**src/rtl/pipe_ctrl_pkg.sv**
```systemverilog
// -----------------------------------------------------------------------------
// pipe_ctrl_pkg
// Shared definitions for the control-signal pipeline of the pipelined core.
//   BR_W         width of the branch-kind field inside the control bundle
//   br_kind_e    branch/jump kind encodings (0 = BR_NONE, so a bubble never
//                branches)
//   *_DEF        default parameter values for the chain and its interface
//   br_taken()   resolves a branch kind against the stage-1 ALU flags
// -----------------------------------------------------------------------------
package pipe_ctrl_pkg;

  localparam int BR_W       = 4;
  localparam int BR_LSB_DEF = 0;
  localparam int CTRL_W_DEF = 12;
  localparam int STAGES_DEF = 3;

  typedef enum logic [BR_W-1:0] {
    BR_NONE = 4'd0,
    BR_BEQ  = 4'd1,
    BR_BNE  = 4'd2,
    BR_BLT  = 4'd3,
    BR_BGE  = 4'd4,
    BR_BLTU = 4'd5,
    BR_BGEU = 4'd6,
    BR_JAL  = 4'd7,
    BR_JALR = 4'd8
  } br_kind_e;

  // Codes 9..15 are unused; they resolve as not taken.
  function automatic logic br_taken(input logic [BR_W-1:0] kind,
                                    input logic            zero,
                                    input logic            lt,
                                    input logic            ltu);
    logic taken;
    taken = 1'b0;
    case (kind)
      BR_BEQ:  taken = zero;
      BR_BNE:  taken = ~zero;
      BR_BLT:  taken = lt;
      BR_BGE:  taken = ~lt;
      BR_BLTU: taken = ltu;
      BR_BGEU: taken = ~ltu;
      BR_JAL:  taken = 1'b1;
      BR_JALR: taken = 1'b1;
      default: taken = 1'b0;
    endcase
    return taken;
  endfunction

endpackage

```
**src/rtl/pipeline_ctrl_chain_if.sv**
```systemverilog
// -----------------------------------------------------------------------------
// pipeline_ctrl_chain_if
// Bundles every non-clock/reset signal of pipeline_ctrl_chain.
//   ctrl_d  [CTRL_W]         decoded control bundle from Decode
//   valid_d                  Decode holds a real instruction
//   stall   [STAGES+1]       bit0 = Decode, bit s = stage s (1 = hold)
//   flush   [STAGES]         bit s-1 = stage s (1 = load bubble)
//   zero_e, lt_e, ltu_e      stage-1 ALU compare flags
//   ctrl_q  [STAGES*CTRL_W]  stage s bundle at bits [s*CTRL_W-1 -: CTRL_W]
//   valid_q [STAGES]         valid bit per stage
//   pcsrc_e, jalr_e          fetch redirect / JALR target select
//   perf_retired, perf_bubbles, perf_taken [32]  only with PIPE_PERF_EN
// master = the core driving the chain, slave = pipeline_ctrl_chain.
// Optional feature macro: PIPE_PERF_EN.
// -----------------------------------------------------------------------------
interface pipeline_ctrl_chain_if
  import pipe_ctrl_pkg::*;
#(
  parameter int STAGES = STAGES_DEF,
  parameter int CTRL_W = CTRL_W_DEF
);

  logic [CTRL_W-1:0]        ctrl_d;
  logic                     valid_d;
  logic [STAGES:0]          stall;
  logic [STAGES-1:0]        flush;
  logic                     zero_e;
  logic                     lt_e;
  logic                     ltu_e;
  logic [STAGES*CTRL_W-1:0] ctrl_q;
  logic [STAGES-1:0]        valid_q;
  logic                     pcsrc_e;
  logic                     jalr_e;

`ifdef PIPE_PERF_EN
  logic [31:0] perf_retired;
  logic [31:0] perf_bubbles;
  logic [31:0] perf_taken;

  modport master (
    output ctrl_d, valid_d, stall, flush, zero_e, lt_e, ltu_e,
    input  ctrl_q, valid_q, pcsrc_e, jalr_e,
    input  perf_retired, perf_bubbles, perf_taken
  );

  modport slave (
    input  ctrl_d, valid_d, stall, flush, zero_e, lt_e, ltu_e,
    output ctrl_q, valid_q, pcsrc_e, jalr_e,
    output perf_retired, perf_bubbles, perf_taken
  );
`else
  modport master (
    output ctrl_d, valid_d, stall, flush, zero_e, lt_e, ltu_e,
    input  ctrl_q, valid_q, pcsrc_e, jalr_e
  );

  modport slave (
    input  ctrl_d, valid_d, stall, flush, zero_e, lt_e, ltu_e,
    output ctrl_q, valid_q, pcsrc_e, jalr_e
  );
`endif

endinterface

```
**src/rtl/pipe_ctrl_stage.sv**
```systemverilog
// -----------------------------------------------------------------------------
// pipe_ctrl_stage
// One register stage of the control pipeline: bundle plus valid bit.
// Per edge, priority flush > hold > auto-bubble > advance.
//   clk, reset         core clock, asynchronous active-low reset
//   flush_i            load a bubble this cycle
//   stall_i            hold this stage
//   stall_up_i         upstream stage is held (insert bubble if not held here)
//   ctrl_i, valid_i    upstream bundle / valid
//   ctrl_o, valid_o    this stage's bundle / valid
//   bubble_o           this stage loads a bubble this cycle (PIPE_PERF_EN only)
// -----------------------------------------------------------------------------
module pipe_ctrl_stage
  import pipe_ctrl_pkg::*;
#(
  parameter int WIDTH = CTRL_W_DEF
) (
  input  logic             clk,
  input  logic             reset,
  input  logic             flush_i,
  input  logic             stall_i,
  input  logic             stall_up_i,
  input  logic [WIDTH-1:0] ctrl_i,
  input  logic             valid_i,
`ifdef PIPE_PERF_EN
  output logic             bubble_o,
`endif
  output logic [WIDTH-1:0] ctrl_o,
  output logic             valid_o
);

  logic [WIDTH-1:0] ctrl_q, ctrl_d;
  logic             valid_q, valid_d;
  logic             load_bubble;

  always_comb begin
    ctrl_d      = ctrl_q;
    valid_d     = valid_q;
    load_bubble = 1'b0;
    if (flush_i) begin
      load_bubble = 1'b1;
    end else if (!stall_i) begin
      // Upstream is frozen while we move on: what it presents is a copy of
      // an instruction it still owns, so take a bubble instead.
      if (stall_up_i) begin
        load_bubble = 1'b1;
      end else begin
        ctrl_d  = ctrl_i;
        valid_d = valid_i;
      end
    end
    if (load_bubble) begin
      ctrl_d  = '0;
      valid_d = 1'b0;
    end
  end

  always_ff @(posedge clk or negedge reset) begin
    if (!reset) begin
      ctrl_q  <= '0;
      valid_q <= 1'b0;
    end else begin
      ctrl_q  <= ctrl_d;
      valid_q <= valid_d;
    end
  end

  assign ctrl_o  = ctrl_q;
  assign valid_o = valid_q;
`ifdef PIPE_PERF_EN
  assign bubble_o = load_bubble;
`endif

endmodule

```
**src/rtl/pipeline_ctrl_chain.sv**
```systemverilog
// -----------------------------------------------------------------------------
// pipeline_ctrl_chain
// Carries the decoded control bundle from Decode through STAGES registered
// stages with per-stage stall/flush, automatic bubbles and valid bits, and
// resolves branches/jumps in stage 1.
//   clk     core clock, all state on the rising edge
//   reset   asynchronous, active-low
//   bus     pipeline_ctrl_chain_if.slave (see interface header for signals)
// Parameters: STAGES (>=2), CTRL_W, BR_LSB (LSB of the branch-kind field).
// Optional feature macro: PIPE_PERF_EN adds perf_retired / perf_bubbles /
// perf_taken 32-bit wrapping counters.
// -----------------------------------------------------------------------------
module pipeline_ctrl_chain
  import pipe_ctrl_pkg::*;
#(
  parameter int STAGES = STAGES_DEF,
  parameter int CTRL_W = CTRL_W_DEF,
  parameter int BR_LSB = BR_LSB_DEF
) (
  input logic                 clk,
  input logic                 reset,
  pipeline_ctrl_chain_if.slave bus
);

  localparam int CHAIN_W = (STAGES + 1) * CTRL_W;

  // Slot 0 of the chain is the Decode input, slot s is stage s.
  logic [CHAIN_W-1:0] chain_ctrl;
  logic [STAGES:0]    chain_valid;
`ifdef PIPE_PERF_EN
  logic [STAGES-1:0]  bubble_load;
`endif

  assign chain_ctrl[CTRL_W-1:0] = bus.ctrl_d;
  assign chain_valid[0]         = bus.valid_d;

  generate
    for (genvar gi = 1; gi <= STAGES; gi++) begin : g_stage
      pipe_ctrl_stage #(
        .WIDTH (CTRL_W)
      ) u_stage (
        .clk        (clk),
        .reset      (reset),
        .flush_i    (bus.flush[gi-1]),
        .stall_i    (bus.stall[gi]),
        .stall_up_i (bus.stall[gi-1]),
        .ctrl_i     (chain_ctrl[gi*CTRL_W-1 -: CTRL_W]),
        .valid_i    (chain_valid[gi-1]),
`ifdef PIPE_PERF_EN
        .bubble_o   (bubble_load[gi-1]),
`endif
        .ctrl_o     (chain_ctrl[(gi+1)*CTRL_W-1 -: CTRL_W]),
        .valid_o    (chain_valid[gi])
      );
    end
  endgenerate

  assign bus.ctrl_q  = chain_ctrl[CHAIN_W-1:CTRL_W];
  assign bus.valid_q = chain_valid[STAGES:1];

  // Stage-1 branch resolution.
  logic [BR_W-1:0] br_field;
  logic            taken;
  logic            pcsrc;

  assign br_field = chain_ctrl[CTRL_W + BR_LSB +: BR_W];
  assign taken    = br_taken(br_field, bus.zero_e, bus.lt_e, bus.ltu_e);
  // Gated by the stall so a held branch redirects only once, in the cycle
  // it actually leaves stage 1.
  assign pcsrc       = chain_valid[1] & taken & ~bus.stall[1];
  assign bus.pcsrc_e = pcsrc;
  assign bus.jalr_e  = chain_valid[1] & (br_field == BR_JALR);

`ifdef PIPE_PERF_EN
  logic [31:0] perf_retired_q, perf_retired_d;
  logic [31:0] perf_bubbles_q, perf_bubbles_d;
  logic [31:0] perf_taken_q,   perf_taken_d;

  always_comb begin
    perf_retired_d = perf_retired_q + {31'b0, chain_valid[STAGES] & ~bus.stall[STAGES]};
    perf_bubbles_d = perf_bubbles_q + {31'b0, |bubble_load};
    perf_taken_d   = perf_taken_q   + {31'b0, pcsrc};
  end

  always_ff @(posedge clk or negedge reset) begin
    if (!reset) begin
      perf_retired_q <= '0;
      perf_bubbles_q <= '0;
      perf_taken_q   <= '0;
    end else begin
      perf_retired_q <= perf_retired_d;
      perf_bubbles_q <= perf_bubbles_d;
      perf_taken_q   <= perf_taken_d;
    end
  end

  assign bus.perf_retired = perf_retired_q;
  assign bus.perf_bubbles = perf_bubbles_q;
  assign bus.perf_taken   = perf_taken_q;
`endif

endmodule

```
**src/flat_wrapper.sv**
```systemverilog
// flat-port wrapper written by rule: the top's interface ports become plain ports
module pipeline_ctrl_chain_flat import pipe_ctrl_pkg::*;
#(
  parameter int STAGES = STAGES_DEF,
  parameter int CTRL_W = CTRL_W_DEF,
  parameter int BR_LSB = BR_LSB_DEF
)
  (clk, reset, bus_ctrl_d, bus_valid_d, bus_stall, bus_flush, bus_zero_e, bus_lt_e, bus_ltu_e, bus_ctrl_q, bus_valid_q, bus_pcsrc_e, bus_jalr_e);
  pipeline_ctrl_chain_if #(.STAGES(STAGES), .CTRL_W(CTRL_W)) bus_i ();
  input logic clk;
  input logic reset;
  input wire logic [$bits(bus_i.ctrl_d)-1:0] bus_ctrl_d;
  input wire logic [$bits(bus_i.valid_d)-1:0] bus_valid_d;
  input wire logic [$bits(bus_i.stall)-1:0] bus_stall;
  input wire logic [$bits(bus_i.flush)-1:0] bus_flush;
  input wire logic [$bits(bus_i.zero_e)-1:0] bus_zero_e;
  input wire logic [$bits(bus_i.lt_e)-1:0] bus_lt_e;
  input wire logic [$bits(bus_i.ltu_e)-1:0] bus_ltu_e;
  output wire logic [$bits(bus_i.ctrl_q)-1:0] bus_ctrl_q;
  output wire logic [$bits(bus_i.valid_q)-1:0] bus_valid_q;
  output wire logic [$bits(bus_i.pcsrc_e)-1:0] bus_pcsrc_e;
  output wire logic [$bits(bus_i.jalr_e)-1:0] bus_jalr_e;
  assign bus_i.ctrl_d = bus_ctrl_d;
  assign bus_i.valid_d = bus_valid_d;
  assign bus_i.stall = bus_stall;
  assign bus_i.flush = bus_flush;
  assign bus_i.zero_e = bus_zero_e;
  assign bus_i.lt_e = bus_lt_e;
  assign bus_i.ltu_e = bus_ltu_e;
  assign bus_ctrl_q = bus_i.ctrl_q;
  assign bus_valid_q = bus_i.valid_q;
  assign bus_pcsrc_e = bus_i.pcsrc_e;
  assign bus_jalr_e = bus_i.jalr_e;
  pipeline_ctrl_chain #(.STAGES(STAGES), .CTRL_W(CTRL_W), .BR_LSB(BR_LSB)) u_core (.clk(clk), .reset(reset), .bus(bus_i));
endmodule
```
**config.mk**
```make
export PLATFORM = sky130hd
export DESIGN_NAME = pipeline_ctrl_chain_flat
export DESIGN_NICKNAME = d
export VERILOG_FILES = /design/src/rtl/pipe_ctrl_pkg.sv /design/src/rtl/pipeline_ctrl_chain_if.sv /design/src/rtl/pipe_ctrl_stage.sv /design/src/rtl/pipeline_ctrl_chain.sv /design/src/flat_wrapper.sv
export SDC_FILE = /design/constraint.sdc
export NUM_CORES = 1
export LEC_CHECK = 0
export ABC_CLOCK_PERIOD_IN_PS = 1100
export BUFFER_PORTS_ARGS = -buffer_cell sky130_fd_sc_hd__buf_2
export CAP_MARGIN = 20
export CORE_MARGIN = 8
export CORE_UTILIZATION = 30
export DETAILED_ROUTE_END_ITERATION = 6
export PLACE_DENSITY = 0.65
export SYNTH_ARGS = -nofsm -noshare
export SYNTH_HDL_FRONTEND = slang
export SYNTH_HIERARCHICAL = 1
export SYNTH_SLANG_ARGS = --single-unit
```
**constraint.sdc**
```tcl
create_clock -name clk -period 1.1 [get_ports clk]
set_clock_uncertainty 0.05 [all_clocks]
set_input_delay 0.055 -clock clk [delete_from_list [all_inputs] [get_ports clk]]
set_output_delay 0.055 -clock clk [all_outputs]
set_load 0.1 [all_outputs]
```
# After elaboration in Yosys (flattened, before gate mapping)
# Cells that the tools add are included.
[word_totals] romBits=0 register_bits=39 out_inout_bits=41 latch_bits=0 ramBits=0 n_memories=0
[op_classes] reduce_logical=4 n_eq_ne=17 div=0 mul=0 order_cmp=0 n_shift=0 n_bitwise=7 addsub=0 muxes=34
[op_table] cell="two-way mux 12 bit" n=12
[op_table] cell="two-way mux 1 bit" n=21
[op_table] cell="!= test 2 x 1 -> 1 bit (second input constant)" n=9
[op_table] cell="equality test 4 x 3 -> 1 bit (second input constant)" n=4
[op_table] cell="AND reduction 3 bit" n=3
[op_table] cell="equality test 4 x 2 -> 1 bit (second input constant)" n=2
[op_table] cell="case mux 1 bit (7 select lines)" n=1
[op_table] cell="equality test 4 x 1 -> 1 bit (second input constant)" n=1
[op_table] cell="equality test 4 bit (second input constant)" n=1
[op_table] cell="inverter 1 bit" n=4
[op_table] cell="AND 1 bit" n=3
[op_table] cell="OR reduction 2 bit" n=1

# Longest topological paths before layout
# Gate-level depths: netlist (run 1).
[depth] word_depth=5 ltp_mapped=3

# Hierarchy
# Netlist (run 1), hierarchy kept.
[by_module_without_submodules] module="pipe_ctrl_stage" seq_area_each_um2=325.3 area_per_inst_um2=499.2 cells_per_inst=32 n_inst=3
[by_module_without_submodules] module="pipeline_ctrl_chain" seq_area_each_um2=0.0 area_per_inst_um2=96.3 cells_per_inst=14 n_inst=1

# Least setup slack after synthesis (run 1)
# Ideal clock, no wire load.
[synth_timing] path_type="register to output" startpoint="reg u_core.g_stage[1].u_stage.ctrl_q[1]" endpoint="out bus_pcsrc_e" arrival_ps=3247 stages_incl_launch_ff=4 slack_ps=-2252 required_time_ps=995 n_path_buf=0 path_cell_list="dfrtp_1 -> mux2_1 -> nor3b_1 -> a2111oi_2"
[synth_via] elab_chain_len=5 word_cells_on_any_way=12 classes_between="eq/ne: 8; mux: 1; bitwise: 2; reduce/logical: 1"
[synth_lines] item="start: declaration" line="pipe_ctrl_stage.sv:32" source="logic [WIDTH-1:0] ctrl_q, ctrl_d;"
[synth_lines] item="start signal: assignment" line="pipe_ctrl_stage.sv:63" source="ctrl_q <= ctrl_d;"
[synth_lines] item="equality test 4 x 3 -> 1 bit or equality test 4 bit (tied branches)" line="pipe_ctrl_pkg.sv:36" source="case (kind)"
[synth_lines] item="OR reduction 2 bit (no line)"
[synth_lines] item="case mux 1 bit (7 select lines) (*)" line="pipe_ctrl_pkg.sv:36"
[synth_lines] item="AND 1 bit (*) (2 in series)" line="pipeline_ctrl_chain.sv:70" source="assign pcsrc = chain_valid[1] & taken & ~bus.stall[1];"
[synth_lines] item="end: declaration" line="flat_wrapper.sv:21" source="output wire logic [$bits(bus_i.pcsrc_e)-1:0] bus_pcsrc_e;"
# Every way passes the cells marked *; elsewhere a longest branch is shown, timed or not.

# Final worst setup path (run 1)
[layout_timing] startpoint="reg u_core.g_stage[1].u_stage.ctrl_q[0]" endpoint="out bus_pcsrc_e"
# The elaborated chain is that of the path after synthesis.

==> flow_metrics.tcl, run 1 <==
set metrics [dict create \
    status "finished, violations left" \
    violations "negative setup slack" \
    cpMaxStageDelayCell "dfrtp_4" \
    port_buffers 65 \
    switching_share_pct 27.7 \
    synthToLayoutAreaGrowth_pct 90.0 \
    hpwlAfterDp_um 3710 \
    insertion_delay_ns 0.28 \
    synth_flop_cell "dfrtp_1" \
    cts_max_level 2 \
    pin_count 66 \
    initial_core_util_pct 31.2 \
    cts_made_buffers 5 \
    ys_ff_latch 39 \
    slowest_delay_ns 0.50 \
    hold_slack_ns 0.186 \
    place_ws_ns -0.420 \
    antenna_found_initial 0 \
    antennaDiodeCount 0 \
    post-route-drc-count 0 \
    hold_viol 0 \
    layout_commonest_cell "buf_12" \
    arrival_ns 1.66 \
    worst-path-buf-inv 1 \
    wire_per_inst_um 18.8 \
    rows 26 \
    end_kind "primary output" \
    min_path_type "input pin to async pin" \
    gp_congestion 0.773 \
    worst-r2r-setup-slack_ns -0.16 \
    setup_slack_ns -0.670 \
    reg2regPathDepth 4 \
    async_reset_ff_share_pct 100 \
    syn_area_per_cell_um2 14.5 \
    firstDrtPassIters 4 \
    fin_crit_ns 1.77 \
    coreArea_mm2 0.00511 \
    worstSetupPathType "register to primary output" \
    ant_nets 0 \
    syn_nets 135 \
    fmax_mhz 565 \
    cp_cell_sequence "nor2_2, nand2_2, a2111oi_4, buf_12" \
    die_x_um 88.9 \
    cts.sinks 39 \
    grt_setup_unrepaired "true" \
    reg2reg_from "u_core/g_stage[1].u_stage/ctrl_o[1]" \
    cts_tree "yes" \
    clk_path_buf_depth 2 \
    slew_violations 0 \
    maxCapViolCount 0 \
    synth-edff-count 0 \
    drive_gt1_share_pct 68.7 \
    power_leakage_nw 1.25 \
    path_clk_slew_ns 0.08 \
    nNetsFinal 225 \
    cp.required_ns 1.00 \
    post-route-util_pct 59.3 \
    drt_iter0_markers 61 \
    yosys_warnings 6 \
    ys_seq_area_share_pct 61.2 \
    combinationalPowerShare_pct 18.5 \
    netlist_area_mm2 0.00159 \
    p_seq_share_pct 45.3 \
    path_delay_family "flip-flops" \
    final.fill_count 399 \
    die_height_um 88.9 \
    vias 1421 \
    ir_drop_mv 0.773 \
    min_period_over_period_pct 161 \
    ys_types 20 \
    critPathLaunchType "register" \
    power.share.clock_pct 36.2 \
    power_switching_mw 0.916 \
    grt_first_pass_wirelength_um 7960 \
    critical_path.max_fanout 4 \
    grt_pass1_vias 1518 \
    setup_viol 7 \
    worstMarginPinSlew_ns 0.543 \
    cts_root_buffer "clkbuf_8" \
    grt_max_degree 27 \
    p_per_area_mw_per_mm2 1090 \
    final_cell_mix "42 x buf_12, 39 x a32o_1, 37 x dfrtp_2" \
    overflow 0 \
    syn_inst 110 \
    power_mw 3.31 \
    p_int_mw 2.40 \
    dieArea_mm2 0.00790 \
    grt.total_usage_pct 13.3 \
    max_slew_margin_pct 63.8 \
    r2r-end "u_core/g_stage[2].u_stage/ctrl_o[1]" \
    wirelength_um 5100 \
    via_per_inst 5.24 \
]
-- worst max-delay path by stage --
stage                                              from     endpoint  slack (ns)  depth (start not counted)
floorplan           u_core/g_stage[1].u_stage/ctrl_o[1]  bus_pcsrc_e       -1.17                          3
global placement    u_core/g_stage[1].u_stage/ctrl_o[1]  bus_pcsrc_e       -0.39                          4
detailed placement  u_core/g_stage[1].u_stage/ctrl_o[1]  bus_pcsrc_e       -0.42                          4
CTS                 u_core/g_stage[1].u_stage/ctrl_o[1]  bus_pcsrc_e       -0.66                          4
global route        u_core/g_stage[1].u_stage/ctrl_o[1]  bus_pcsrc_e       -0.72                          5
finish              u_core/g_stage[1].u_stage/ctrl_o[0]  bus_pcsrc_e       -0.67                          4
-- registers in the layout (all words and copies together) (netlist names) --
register                        cells
u_core/g_stage.u_stage/ctrl_o      36
u_core/g_stage.u_stage/valid_o      3
-- cells by family after synthesis --
kind of cell,after synthesis,share of synthesized area [%]
flip-flops,39,61.2
AO/OA/AOI/OAI,43,26.7
AND/OR/NAND/NOR,14,5.57
buffers and inverters,12,5.18
multiplexers,2,1.33
-- metal layers --
metal  track usage [%]  up-vias  part of all wire, %
met4              7.53        0                  2.5
met2              23.0       53                   52
met5                 0        -                    0
met1              14.8      727                   40
li1                  -      633                    -
met3              2.76        8                  6.1
-- what timing repair did --
action                                  in CTS  in global routing
hold buffers                                14                  0
endpoints found under the hold margin       52                  0
pin swaps                                    1                  0
endpoints found under the setup margin       7                  8
resized for setup                            9                  3
setup buffers                                1                  2
-- final cells by class --
type	instances	area (µm²)	share of cell area (%)
Clock buffer	5	68.8	2.27
Clock inverter	3	47.5	1.57
Inverter	3	11.3	0.372
Multi-Input combinational cell	59	574	19.0
Sequential cell	39	1030	34.0
Tap cell	70	87.6	2.89
Timing Repair Buffer	92	1210	39.9
-- through the flow --
stage                     cells  area [µm²]  setup TNS (ns)
after floorplan             110        1670           -1.60
after global placement      247        2720          -0.441
after detailed placement    247        2720          -0.475
after CTS                   270        3010           -1.48
after global routing        271        3030           -2.04
final                       271        3030           -1.78
-- cells in the mapped netlist (2+ instances only) --
| cell | number | area share [%] |
|---|---|---|
| and2b_4 | 3 | 1.9 |
| a32o_1 | 39 | 24 |
| inv_1 | 3 | 0.71 |
| buf_2 | 3 | 0.94 |
| buf_4 | 3 | 1.4 |
| nor2_1 | 2 | 0.47 |
| nand2_1 | 2 | 0.47 |
| dfrtp_1 | 39 | 61 |
| nor2_2 | 3 | 1.2 |
| buf_6 | 3 | 2.1 |
-- worst register-to-register path: cells and delay by family, from the launching register on --
kind	cells	cell delay, ns
AO/OA/AOI/OAI	1	0.21
buffers and inverters	3	0.38
flip-flops	1	0.52
-- power groups by stage --
stage	Combinational [mW]	Sequential [mW]	Clock (mW)
CTS	0.606	1.50	1.24
global placement	0.552	1.53	0
global route	0.644	1.50	1.28
detailed placement	0.556	1.53	0
finish	0.614	1.50	1.20
floorplan	0.134	1.70	0
Note: power is estimated with default switching activity, not from simulation.
==> inputs of run 2 (changes only) <==
- ABC_AREA: default -> 1
- CORE_ASPECT_RATIO: default -> 1.4
- CTS_CLUSTER_SIZE: default -> 20
- PLACE_DENSITY: 0.65 -> 0.62
==> run 2 against run 1 <==
  * The run still ends with negative setup slack left
  * First-iteration DRC count shrank 13%
  * Sequential share of layout area down 4.6 points
  * Power is 7.7% higher
  * Core utilization fell by 8.3 points
  * Cell count is 70% higher
  * Critical path type unchanged
  * Largest cell class unchanged
  * Largest power group unchanged
==> flow_metrics.tcl, run 2 <==
set metrics [dict create \
    hold_viol 0 \
    synth_flop_cell "dfrtp_1" \
    wl_met2_um 2900 \
    reg2reg_from "u_core/g_stage[1].u_stage/ctrl_o[1]" \
    die_x_um 86.9 \
    hold_depth 5 \
    post-route-drc-count 0 \
    synth_fa_ha_area_share_pct 0 \
    drt_iter0_markers 53 \
    holdCritStartpoint "bus_ctrl_d[0]" \
    slew_violations 0 \
    layout_commonest_cell "nand2_1" \
    cts_max_level 2 \
    fin_crit_ns 1.62 \
    cts.sinks 39 \
    p_per_area_mw_per_mm2 1010 \
    setup-tns-final_ns -1.92 \
    path_clk_slew_ns 0.07 \
    worst-r2r-setup-slack_ns -0.03 \
    dp_cells 439 \
    reg2regPathDepth 6 \
    ys_ff_latch 39 \
    min_to "u_core/g_stage[1].u_stage/ctrl_o[0]" \
    synth_top_cells_by_area "dfrtp_1 46%, nand2_1 15%, nand3_1 9.7%, inv_1 8.9%, nor2_2 7.4%" \
    maxCapViolCount 0 \
    antennaDiodeCount 0 \
    gp_congestion 0.757 \
    ys_seq_area_share_pct 46.2 \
    power_leakage_nw 1.69 \
    fin_cells 462 \
    largest_reg_flops 36 \
    arrival_ns 1.52 \
    netlist_area_mm2 0.00211 \
    min_path_type "input pin to register" \
    setup_slack_ns -0.522 \
    synthToLayoutAreaGrowth_pct 66.5 \
    yosysTopAreaCellShare_pct 46.2 \
    rows 36 \
    firstDrtPassIters 4 \
    r2r-end "u_core/g_stage[2].u_stage/ctrl_o[1]" \
    ir_drop_mv 0.621 \
    initial_core_util_pct 30.6 \
    nNetsFinal 391 \
    final_cell_mix "86 x nand2_1, 49 x inv_1, 43 x buf_12" \
    port_buffers 65 \
    ys_types 13 \
    insertion_delay_ns 0.29 \
    syn_inst 280 \
    power_mw 3.57 \
    synth_mux_area_share_pct 0 \
    coreArea_mm2 0.00689 \
    grt_first_pass_wirelength_um 9350 \
    die_height_um 115 \
    ant_nets 0 \
    setup_viol 9 \
    wirelength_um 5510 \
    clk_path_buf_depth 2 \
    synth_compound_area_share_pct 0.415 \
    drive_gt1_share_pct 44.7 \
    synthXorXnorAreaFrac_pct 0 \
    vias 1913 \
    end_kind "primary output" \
    fmax_mhz 617 \
    cts_made_buffers 5 \
    synth-simple-area-share_pct 37.2 \
    yosysMostFrequentCell "nand2_1" \
    grt.total_usage_pct 11.6 \
    syn_area_per_cell_um2 7.54 \
    wire_per_inst_um 11.9 \
    top_layer "met4" \
    yosysTopAreaCell "dfrtp_1" \
    grt_pass1_vias 2009 \
    violations "negative setup slack" \
    cts_tree "yes" \
    critPathLaunchType "register" \
    hpwlAfterDp_um 4200 \
    cts_root_buffer "clkbuf_8" \
    wl_met3_um 306 \
    max_slew_margin_pct 66.8 \
    overflow 0 \
    synth-edff-count 0 \
    via_per_inst 4.14 \
    worstMarginPinSlew_ns 0.499 \
    antenna_found_initial 0 \
    min_period_over_period_pct 147 \
    pin_count 66 \
    dieArea_mm2 0.0100 \
    grt_setup_unrepaired "true" \
    syn_nets 305 \
    async_reset_ff_share_pct 100 \
    synth_top_family_by_area "simple AND/OR/NAND/NOR gates" \
    yosys_warnings 6 \
    worstSetupPathType "register to primary output" \
    cp.required_ns 1.00 \
    wl_met1_um 2200 \
    status "finished, violations left" \
    critical_path.max_fanout 5 \
    synth_commonest_cells "87 x nand2_1, 50 x inv_1, 41 x nand3_1, 39 x dfrtp_1, 25 x nor2_2" \
    grt_max_degree 40 \
]
[run 2: metrics by stage]
step           setup slack, ns  util (%)  instance area (µm²)  hold slack, ns
3_3_place_gp            -0.185      46.8                 3220         -0.0126
5_1_grt                 -0.572      51.0                 3520          0.0379
3_5_place_dp            -0.204      46.8                 3220         -0.0100
4_1_cts                 -0.500      50.5                 3480         0.00102
6_report                -0.522      51.0                 3520         0.00818
2_1_floorplan           -0.573         -                 2190          -0.291
[run 2: cell families (layout without fill, tap and decap cells)]
logic type / after synthesis / in the layout
simple gates: 175 / 175
buf+inv: 65 / 152
flops: 39 / 39
compound gates: 1 / 1
[run 2: repair_timing]
item	CTS	global route
hold buffers	9	0
endpoints found under the hold margin	47	0
gates resized for setup	5	3
pin swaps	3	4
buffers inserted	2	5
endpoints found under the setup margin	7	9
[run 2: worst max path at each step]
stage | from | to | cells past startpoint
finish | u_core/g_stage[1].u_stage/ctrl_o[1] | bus_pcsrc_e | 5
CTS | u_core/g_stage[1].u_stage/ctrl_o[0] | bus_pcsrc_e | 6
global route | u_core/g_stage[1].u_stage/ctrl_o[1] | bus_pcsrc_e | 6
global placement | u_core/g_stage[1].u_stage/ctrl_o[1] | bus_pcsrc_e | 6
detailed placement | u_core/g_stage[1].u_stage/ctrl_o[1] | bus_pcsrc_e | 6
floorplan | u_core/g_stage[1].u_stage/ctrl_o[1] | bus_pcsrc_e | 5
[run 2: worst max-delay path: stages, from the launching register on]
cell	delay [ns]
dfrtp_4	0.51
nor2_4	0.13
buf_4	0.11
nand3_2	0.11
a21oi_4	0.18
buf_12	0.19
[run 2: area by class of cell]
| class | count | area (µm²) |
|---|---|---|
| Clock inverter | 2 | 60.1 |
| Fill cell | 633 | 3370 |
| Timing Repair Buffer | 94 | 1220 |
| Inverter | 50 | 188 |
| Clock buffer | 6 | 72.6 |
| Sequential cell | 39 | 1030 |
| Tap cell | 95 | 119 |
| Multi-Input combinational cell | 176 | 822 |
[run 2: layer usage]
metal | track usage [%] | up-vias
met2 | 20.8 | 53
met3 | 3.00 | 7
met4 | 5.19 | 0
met5 | 0 | -
met1 | 12.2 | 859
li1 | - | 994
[run 2: power breakdown]
| group | internal, mW | switching (mW) |
|---|---|---|
| clock | 0.907 | 0.500 |
| combinational | 0.246 | 0.415 |
| sequential | 1.46 | 0.0353 |
| total | 2.62 | 0.950 |
